### src/rtl/fir_tap_sequencer.sv
// rtl/fir_tap_sequencer.sv - FIR operand sequencer: delay line, coefficient bank, tagged tap pairs
module fir_tap_sequencer #(
   parameter int NTAPS = 8,
   parameter int DW    = 16,
   parameter int AW    = 3
) (
   input  logic          clk,
   input  logic          rst,
   input  logic          in_valid,
   output logic          in_ready,
   input  logic [DW-1:0] in_sample,
   input  logic          coef_we,
   input  logic [AW-1:0] coef_addr,
   input  logic [DW-1:0] coef_wdata,
   output logic          op_valid,
   input  logic          op_ready,
   output logic [DW-1:0] op_a,
   output logic [DW-1:0] op_b,
   output logic          op_first,
   output logic          op_last,
   output logic          busy
);

   typedef enum logic {
      IDLE = 1'b0,
      RUN  = 1'b1
   } state_t;

   localparam logic [AW-1:0] LAST_TAP = AW'(NTAPS - 1);

   state_t        state;
   state_t        state_nxt;

   logic [DW-1:0] delay_line [NTAPS];
   logic [DW-1:0] coef_bank  [NTAPS];

   logic [AW-1:0] wr_ptr;
   logic [AW-1:0] base;
   logic [AW-1:0] tap_idx;
   logic          rst_done;

   logic          accept;
   logic          advance;
   logic          finish;
   logic          coef_wr_ok;
   logic [AW-1:0] nxt_idx;
   logic [AW-1:0] rd_idx;
   logic [DW-1:0] coef0_fwd;

   // in_ready stays low until the first clock after reset release, so it reads 0 while held in reset
   always_ff @(posedge clk or negedge rst) begin
      if (!rst) begin
         rst_done <= 1'b0;
      end else begin
         rst_done <= 1'b1;
      end
   end

   assign busy       = (state == RUN);
   assign in_ready   = rst_done && (state == IDLE);
   assign accept     = in_valid && in_ready;
   assign advance    = (state == RUN) && op_ready;
   assign finish     = advance && (tap_idx == LAST_TAP);
   assign coef_wr_ok = coef_we && !busy;

   // Read-address arithmetic for the next pair; AW-bit subtraction wraps the delay line for free
   always_comb begin
      nxt_idx   = tap_idx + 1'b1;
      rd_idx    = base - nxt_idx;
      coef0_fwd = coef_bank[0];
      if (coef_we && (coef_addr == '0)) begin
         coef0_fwd = coef_wdata;
      end
   end

   // FSM state register
   always_ff @(posedge clk or negedge rst) begin
      if (!rst) begin
         state <= IDLE;
      end else begin
         state <= state_nxt;
      end
   end

   // FSM next-state: one sample in IDLE, NTAPS accepted pairs in RUN
   always_comb begin
      state_nxt = state;
      case (state)
         IDLE: begin
            if (accept) begin
               state_nxt = RUN;
            end
         end
         RUN: begin
            if (finish) begin
               state_nxt = IDLE;
            end
         end
         default: state_nxt = IDLE;
      endcase
   end

   // Coefficient bank; writes are locked out while a sample is being sequenced
   always_ff @(posedge clk or negedge rst) begin
      if (!rst) begin
         for (int i = 0; i < NTAPS; i++) begin
            coef_bank[i] <= '0;
         end
      end else if (coef_wr_ok) begin
         coef_bank[coef_addr] <= coef_wdata;
      end
   end

   // Sample delay line; one entry written per accepted sample
   always_ff @(posedge clk or negedge rst) begin
      if (!rst) begin
         for (int i = 0; i < NTAPS; i++) begin
            delay_line[i] <= '0;
         end
      end else if (accept) begin
         delay_line[wr_ptr] <= in_sample;
      end
   end

   // Sequencing pointers: base freezes the newest sample slot, tap_idx walks the taps
   always_ff @(posedge clk or negedge rst) begin
      if (!rst) begin
         wr_ptr  <= '0;
         base    <= '0;
         tap_idx <= '0;
      end else if (accept) begin
         base    <= wr_ptr;
         tap_idx <= '0;
      end else if (finish) begin
         wr_ptr  <= wr_ptr + 1'b1;
         tap_idx <= '0;
      end else if (advance) begin
         tap_idx <= nxt_idx;
      end
   end

   // Registered operand pair; tap 0 bypasses the delay line and a same-cycle coef[0] write
   always_ff @(posedge clk or negedge rst) begin
      if (!rst) begin
         op_valid <= 1'b0;
         op_a     <= '0;
         op_b     <= '0;
         op_first <= 1'b0;
         op_last  <= 1'b0;
      end else if (accept) begin
         op_valid <= 1'b1;
         op_a     <= in_sample;
         op_b     <= coef0_fwd;
         op_first <= 1'b1;
         op_last  <= (LAST_TAP == '0);
      end else if (finish) begin
         op_valid <= 1'b0;
         op_a     <= '0;
         op_b     <= '0;
         op_first <= 1'b0;
         op_last  <= 1'b0;
      end else if (advance) begin
         op_valid <= 1'b1;
         op_a     <= delay_line[rd_idx];
         op_b     <= coef_bank[nxt_idx];
         op_first <= 1'b0;
         op_last  <= (nxt_idx == LAST_TAP);
      end
   end

endmodule
### config.mk
export PLATFORM = sky130hd
export DESIGN_NAME = fir_tap_sequencer
export DESIGN_NICKNAME = d
export VERILOG_FILES = /design/src/rtl/fir_tap_sequencer.sv
export SDC_FILE = /design/constraint.sdc
export NUM_CORES = 1
export LEC_CHECK = 0
export ABC_AREA = 0
export BUFFER_PORTS_ARGS = -buffer_cell sky130_fd_sc_hd__buf_4
export CAP_MARGIN = 20
export CORE_ASPECT_RATIO = 0.5
export CORE_MARGIN = 5
export CORE_UTILIZATION = 40
export CTS_BUF_LIST = sky130_fd_sc_hd__clkbuf_8
export CTS_CLUSTER_SIZE = 25
export DETAILED_ROUTE_END_ITERATION = 8
export PLACE_DENSITY = 0.54
export SYNTH_ARGS = -nofsm -noshare
export SYNTH_HDL_FRONTEND = slang
export SYNTH_SLANG_ARGS = --single-unit
### constraint.sdc
create_clock -name clk -period 6.6 [get_ports clk]
set_input_delay 0.99 -clock clk [delete_from_list [all_inputs] [get_ports clk]]
set_output_delay 0.99 -clock clk [all_outputs]
set_load 0.05 [all_outputs]
[Word-level counts from Yosys, hierarchy flattened]
Cells that the tools add are included.
Word-level totals
  register bits: 302
  output and inout bits: 37
Cells by class
  add/sub/neg operators: 3
  magnitude comparators: 6
  equality and inequality tests: 2
  muxes and demuxes: 34
  bitwise logic cells: 6
  reductions and logical operators: 12
Operator list (number)
  128-bit bitwise mux: 2
  16-bit 2-to-1 mux: 13
  16-bit binary-select mux with 3-bit select: 2
  16-bit demux with 3-bit select: 2
  4-bit greater-or-equal comparator, second input constant: 4
  3-bit NOT with 4-bit output: 4
  1-bit 2-to-1 mux: 11
  3-bit 2-to-1 mux: 3
  1-bit logical AND: 8
  4-bit by 1-bit less-than comparator with 1-bit output, second input constant: 2
  3-bit by 1-bit adder with 3-bit output, second input constant: 2
  3-bit == test, second input constant: 2
  3-bit zero test: 1
  3-bit nonzero test: 1
  3-bit subtractor: 1
  1-bit NOT: 2
  1-bit case mux with 2 select lines: 1
  2-bit AND reduction: 1
  1-bit zero test: 1

[Logic depth before layout (Yosys ltp)]
Gate-level depths: netlist of the first run.
  depth in word-level cells: 9
  gate-level depth with buffers: 13
  gate-level depth less buffers: 7

[Worst setup path after synthesis of the first run]
OpenSTA, ideal clock, no wires.
  kind: register to register
  from: register tap_idx[0]
  to: register op_a[5]
  library setup time: 135 ps
  arrival time: 3281 ps
  required time: 6465 ps
  setup slack: 3185 ps
  cell stages (with the launch flop): 13
  buffers on the path: 5
  clock period less this slack: 3415 ps
  cell sequence: dfrtp_1 > buf_2 > buf_2 > inv_1 > ha_1 > clkbuf_1 > clkbuf_1 > inv_1 > fa_1 > clkbuf_1 > mux4_2 > mux2i_1 > o22ai_1
On the way
  word-level cells in the longest chain between the ends: 9
  elaborated cells between the ends (all ways): 12
RTL lines
  start, declared: RTL line 39  | logic [AW-1:0] tap_idx;
  start signal, assigned: RTL line 138  | tap_idx <= nxt_idx;
  3-bit by 1-bit adder with 3-bit output: RTL line 68  | nxt_idx = tap_idx + 1'b1;
  3-bit subtractor: RTL line 69  | rd_idx = base - nxt_idx;
  3-bit NOT with 4-bit output (not written as such): RTL line 164  | op_a <= delay_line[rd_idx];
  16-bit binary-select mux with 3-bit select: RTL line 164
  16-bit 2-to-1 mux (not written as such) (2 in a row): RTL line 164
  16-bit 2-to-1 mux: RTL line 162  | end else if (advance) begin
  16-bit 2-to-1 mux: RTL line 156  | end else if (finish) begin
  16-bit 2-to-1 mux: RTL line 150  | end else if (accept) begin
  end signal, assigned: RTL line 152  | op_a <= in_sample;
  end signal, assigned: RTL line 164
  end, declared: RTL line 17  | output logic [DW-1:0] op_a,
Parallel ways exist; a longest one is shown, timed or not. The select of a mux whose other input is x is not followed.
A chain may end at the register's enable or synchronous reset.

[Worst setup path in the final report of the first run]
  from: register state, in the netlist busy
  to: register delay_line[124] in the netlist's numbering
On the way
  word-level cells in the longest chain between the ends: 3
RTL lines
  start, declared: RTL line 31  | state_t state;
  start signal, assigned: RTL line 81  | state <= state_nxt;
  1-bit NOT
  1-bit logical AND: RTL line 60  | assign in_ready = rst_done && (state == IDLE);
  1-bit logical AND: RTL line 61  | assign accept = in_valid && in_ready;
  end signal, assigned by index: RTL line 121  | delay_line[wr_ptr] <= in_sample;
  end, declared: RTL line 34  | logic [DW-1:0] delay_line [NTAPS];
Every way passes these cells.

==> reports/metrics.cfg, run 1 <==
[finish]
post-route-util=0.469
nFillCells=2912
diodes=0
syn2layout_area_growth_pct=14.3
drive_gt1_frac=0.507
nNetsFinal=1006

[sta]
hold_slack_ps=444
setup_tns_ps=0
worst_pin_slew_ps=1090
final-setup-viol-count=0
maxSlewViolCount=0
min_period_over_period=0.471
max_freq_mhz=322
finalClockSkew_ps=17.3
finalCriticalPeriod_ps=3110
slew_headroom=0.275
rsz0062_at_grt=no
final_hold_viol_count=0

[placement]
numPortBuffers=76
gp_congestion=0.710
place_hpwl_um=17600

[drt]
viasPerCell=5.50
antenna_left=0
drt-pass1-iter-count=4
wl_per_cell_um=22.4
drt-total-wl_um=32000
drt_iter0_markers=377
dr_total_vias=7858
drc=0

[cts]
cts_buffer_depth=3
cts_setup_buffers=0
cts_resized=0
cts_buffers=47
postCtsHoldBufs=0
cts.sinks=302
root_buffer=clkbuf_8
cts_max_level=2
cts_tree=yes
clk_pin_slew_ps=60
clock_latency_ps=580

[die]
dieWidth_um=272
die_y_um=141
core_sq_um=33500
io-pin-count=77
die_area_sq_um=38300
rows=47
start_util=0.410

[outcome]
status=finished clean

[global_routing]
grt_pass1_wl_um=51000
grt_start_max_net_pins=123
grt_pass1_vias=8591
globalRouteOverflowTotal=0
antenna_found_initial=0
grt_usage=0.170

[logic_synthesis]
synth_area_leaders=dfrtp_1 (55%), mux2_2 (19%), mux4_2 (11%)
ys.flop_type=dfrtp_1
ys_async_sr_fraction=1.00
ys_seq_area_frac=0.551
netlist_instances=877
synth_top_area_share=0.551
ys_top_cells_by_count=dfrtp_1 (302), mux2_2 (237), mux4_2 (64)
synth_edf_count=0
syn_nets=923
syn_area_sq_um=13700
ys_ff_latch=302
avgSynthCellArea_sq_um=15.6
yosysTopAreaCell=dfrtp_1
synthDistinctLibCells=44
ys_warn_count=0
yosysMostFrequentCell=dfrtp_1

[run]
max_cap_violations=0

[setup_path]
r2r-start=busy$_DFF_PN0_
worstSetupPathType=reg2reg
slowest_stage=or4_1
cp-startpoint=busy$_DFF_PN0_
worstPathRequired_ps=7050
max_stage_delay_ps=1180
critical_path.cell_chain=nand3b_4, or4_1, mux2_2
start_kind=flip-flop
cp-end-kind=flip-flop
crit_arrival_ps=3560
cp_max_fo=59

[hold_path]
hold_path_class=in2async

[power_and_ir_drop]
peakVddDrop_mv=0.425
powerDensity_nw_per_um2=460
p_leak_nw=7.29

==> area by class of cell <==
type | count | area, sq um | area share
clock buffer | 62 | 853 | 0.0544
multi-input combinational | 507 | 5850 | 0.373
clock inverter | 16 | 93.8 | 0.00598
sequential | 302 | 7560 | 0.482
tap | 441 | 552 | 0.0352
inverter | 4 | 15.0 | 0.000957
timing repair buffer | 98 | 763 | 0.0487
==> registers in the layout (all words and copies together), names as in the netlist, 3 cells and up <==
register / flops
op_a: 16
wr_ptr: 3
op_b: 16
tap_idx: 3
delay_line: 128
coef_bank: 128
base: 3
==> power breakdown <==
part	internal, mW	switching [mW]
sequential	2.42	0.302
clock	0.871	0.733
combinational	1.43	1.46
total	4.72	2.50
==> placed cells by master (no fill, tap or decap), types with 2 or more instances in the layout <==
master      n
xnor2_1     2
nand2_1    10
o22ai_1    16
a21oi_1    16
mux2i_1    48
clkinv_2    3
mux2_2    237
mux2_4     20
buf_4      95
o21a_1      2
dfrtp_1   301
nand3b_1    3
ha_1        4
clkbuf_8   62
nor2_1     19
nor3b_2     5
buf_8       2
inv_1      15
o21ai_0     3
nand3_1    19
mux4_2     64
o221ai_1   16
==> metal layers <==
| layer | share of wire | up-vias | GRT usage |
|---|---|---|---|
| met5 | 0 | - | 0 |
| met4 | 0.021 | 0 | 0.0431 |
| met3 | 0.034 | 62 | 0.0329 |
| met2 | 0.47 | 102 | 0.276 |
| met1 | 0.47 | 4216 | 0.239 |
| li1 | - | 3478 | - |
==> cells by family (layout without fill, tap and decap cells) <==
kind of cell	Yosys count	count (layout)	synth area share
multiplexers	369	369	0.357
flip-flops	302	302	0.551
AND/OR/NAND/NOR	72	72	0.0321
buffers and inverters	68	180	0.0237
AO/OA/AOI/OAI	56	56	0.0275
adder cells (fa/ha/maj)	6	6	0.00602
XOR/XNOR	3	3	0.00292
other	1	1	0.000273
==> through the flow <==
stage          std cells  worst slack, ps  area [sq um]  total power [mW]
3_5_place_dp        1352             3060         14700              5.69
6_report            1430             3490         15700              7.22
5_1_grt             1430             3340         15700              7.65
3_3_place_gp        1351             3120         14700              5.62
4_1_cts             1430             3460         15700              7.32
2_1_floorplan        877             3180         13700              4.91
==> path summary, 6_finish.rpt <==
path                                                to  slack (ps)  cells past startpoint
max                        delay_line[124]$_DFFE_PN0P_        3490                      3
min                         coef_bank[116]$_DFFE_PN0P_         440                      1
max reg2reg                delay_line[124]$_DFFE_PN0P_        3490                      3
min reg2reg                       op_first$_DFFE_PN0P_         490                      2
max in group asynchronous   coef_bank[114]$_DFFE_PN0P_        4580                      2
min in group clk                  op_first$_DFFE_PN0P_         490                      2
==> critical path: cells and delay by family (launching register included) <==
kind / cells / cell delay, ps
mux: 1 / 460
flops: 1 / 530
simple gates: 2 / 1990
No activity file was read; power rests on OpenSTA's default activity.
==> inputs of run 2 (changes only) <==
PLACE_DENSITY = 0.56   (was 0.54)
clock period = 2.73 ns   (was 6.6 ns; I/O delays follow)
==> run 2 against run 1 <==
First-iteration DRC count rose by 8.5%. Hold slack got worse by 300 ps. Via count is 0.17% higher. Largest cell class unchanged. Largest power group unchanged.
==> reports/metrics.cfg, run 2 (same netlist as run 1, synthesis figures left out) <==
[cts]
cts.sinks=302  ; unchanged
cts_buffers=47  ; unchanged
cts_resized=0  ; unchanged
root_buffer=clkbuf_8
cts_buffer_depth=3  ; unchanged
cts_tree=yes
clk_pin_slew_ps=60  ; about the same
cts_max_level=2  ; unchanged
clock_latency_ps=570  ; about the same

[placement]
place_hpwl_um=18700  ; +6.1%
gp_congestion=0.717  ; +1.0%
dp.cells=1368  ; +1.2%
numPortBuffers=76  ; unchanged

[global_routing]
grt_pass1_wl_um=51200  ; +0.36%
grt_usage=0.170  ; -0.000720
grt_start_max_net_pins=62  ; -50%
globalRouteOverflowTotal=0  ; unchanged
grt_pass1_vias=8611  ; +0.23%
antenna_found_initial=0  ; unchanged

[finish]
multiInputGateArea_sq_um=5850  ; about the same
layout_common_cells=dfrtp_1 (301), mux2_2 (237), buf_4 (104)
drive_gt1_frac=0.511  ; +0.00438
diodes=0  ; unchanged
reg.largest.list=coef_bank: 128 flops, delay_line: 128 flops
syn2layout_area_growth_pct=15.7
seq_area_sq_um=7560  ; unchanged
fin_cells=1445  ; +1.0%
nNetsFinal=1023  ; +1.7%
post-route-util=0.474  ; +0.00553
final_common_cell=dfrtp_1
nFillCells=2910  ; -0.069%

[drt]
met1Wirelength_um=15000  ; -0.91%
dr_total_vias=7871  ; +0.17%
viasPerCell=5.45  ; -0.87%
highest_layer=met4
drt-total-wl_um=32000  ; about the same
met3_length_um=1050  ; -3.9%
drt_iter0_markers=409  ; +8.5%
drt-pass1-iter-count=4  ; unchanged
antenna_left=0  ; unchanged
drc=0  ; unchanged
met2_length_um=15400  ; +1.7%
wl_per_cell_um=22.1  ; -1.0%

[sta]
rsz0062_at_grt=no
setup_tns_ps=0  ; unchanged
worst_pin_slew_ps=968  ; -118 ps
min_period_over_period=0.886  ; +0.415
finalCriticalPeriod_ps=2420  ; -688 ps
slew_headroom=0.354  ; +0.0790
maxSlewViolCount=0  ; unchanged
final_hold_viol_count=0  ; unchanged
final-setup-viol-count=0  ; unchanged
max_freq_mhz=413  ; +28%
hold_slack_ps=140  ; -304 ps
finalClockSkew_ps=17.3  ; +0.0159 ps

[outcome]
status=finished clean

[power_and_ir_drop]
peakVddDrop_mv=0.643  ; +51%
powerDensity_nw_per_um2=1100  ; +140%
power_mw=17.5  ; +140%
p_leak_nw=7.38  ; +1.3%

[hold_path]
hold_path_class=in2reg

[setup_path]
crit_arrival_ps=2850  ; -710 ps
cp-end-kind=flip-flop
cp_max_fo=26  ; -56%
worstSetupPathType=reg2reg
r2r_slack_ps=310  ; -3180 ps
worstPathRequired_ps=3160  ; -3890 ps
start_kind=flip-flop

[die]
die_y_um=141  ; unchanged
core_sq_um=33500  ; unchanged
start_util=0.410  ; unchanged
io-pin-count=77  ; unchanged
dieWidth_um=272  ; unchanged
rows=47  ; unchanged
die_area_sq_um=38300  ; unchanged

[run]
max_cap_violations=0  ; unchanged

## run 2: changes by cell type in the layout (fill, tap and decap cells not counted), sizes merged
cell,change
clkbuf,-3
buf,+16
clkinv,-2
inv,+3
dlygate4sd3,+1
## run 2: final cells by class
class	instances	share of cell area
inverter	4	0.000946
clock inverter	17	0.00599
tap	441	0.0348
sequential	302	0.476
multi-input combinational	507	0.369
timing repair buffer	115	0.0621
clock buffer	59	0.0512
## run 2: metal layers
metal	GRT usage	vias up
li1	-	3500
met1	0.240	4204
met2	0.276	115
met3	0.0301	52
met4	0.0405	0
met5	0	-
## run 2: stage by stage
step	setup slack [ps]	instance area, sq um
floorplan	14.4	13800
global placement	365	14900
detailed placement	315	14900
CTS	287	15900
global route	155	15900
finish	311	15900
## run 2: critical path, cell delays in order (launching register included)
cell	delay [ps]
dfrtp_2	380
inv_1	60
ha_1	290
inv_1	60
fa_2	680
buf_12	250
mux4_2	320
mux2i_1	140
o22ai_1	90
## run 2: where the power goes
part / internal (mW) / total, mW / switching [mW]
Sequential: 5.85 / 6.58 / 0.724
Clock: 2.01 / 3.75 / 1.74
Combinational: 3.69 / 7.19 / 3.50
Total: 11.6 / 17.5 / 5.97
## run 2: what timing repair did
action | in CTS | in global routing
hold buffers | 1 | 0
endpoints found under the hold margin | 55 | 0
setup buffers | 0 | 0
## run 2: path summary, 6_finish.rpt
path,startpoint,end,cells after the start
worst max register to register,tap_idx[0]$_DFFE_PN0P_,op_a[4]$_DFFE_PN0P_,8
worst max-delay path,tap_idx[0]$_DFFE_PN0P_,op_a[4]$_DFFE_PN0P_,8
min in group asynchronous,rst,coef_bank[99]$_DFFE_PN0P_,2
max in group asynchronous,rst,delay_line[62]$_DFFE_PN0P_,3
worst min register to register,op_first$_DFFE_PN0P_,op_first$_DFFE_PN0P_,2
worst min-delay path,coef_wdata[15],coef_bank[79]$_DFFE_PN0P_,2
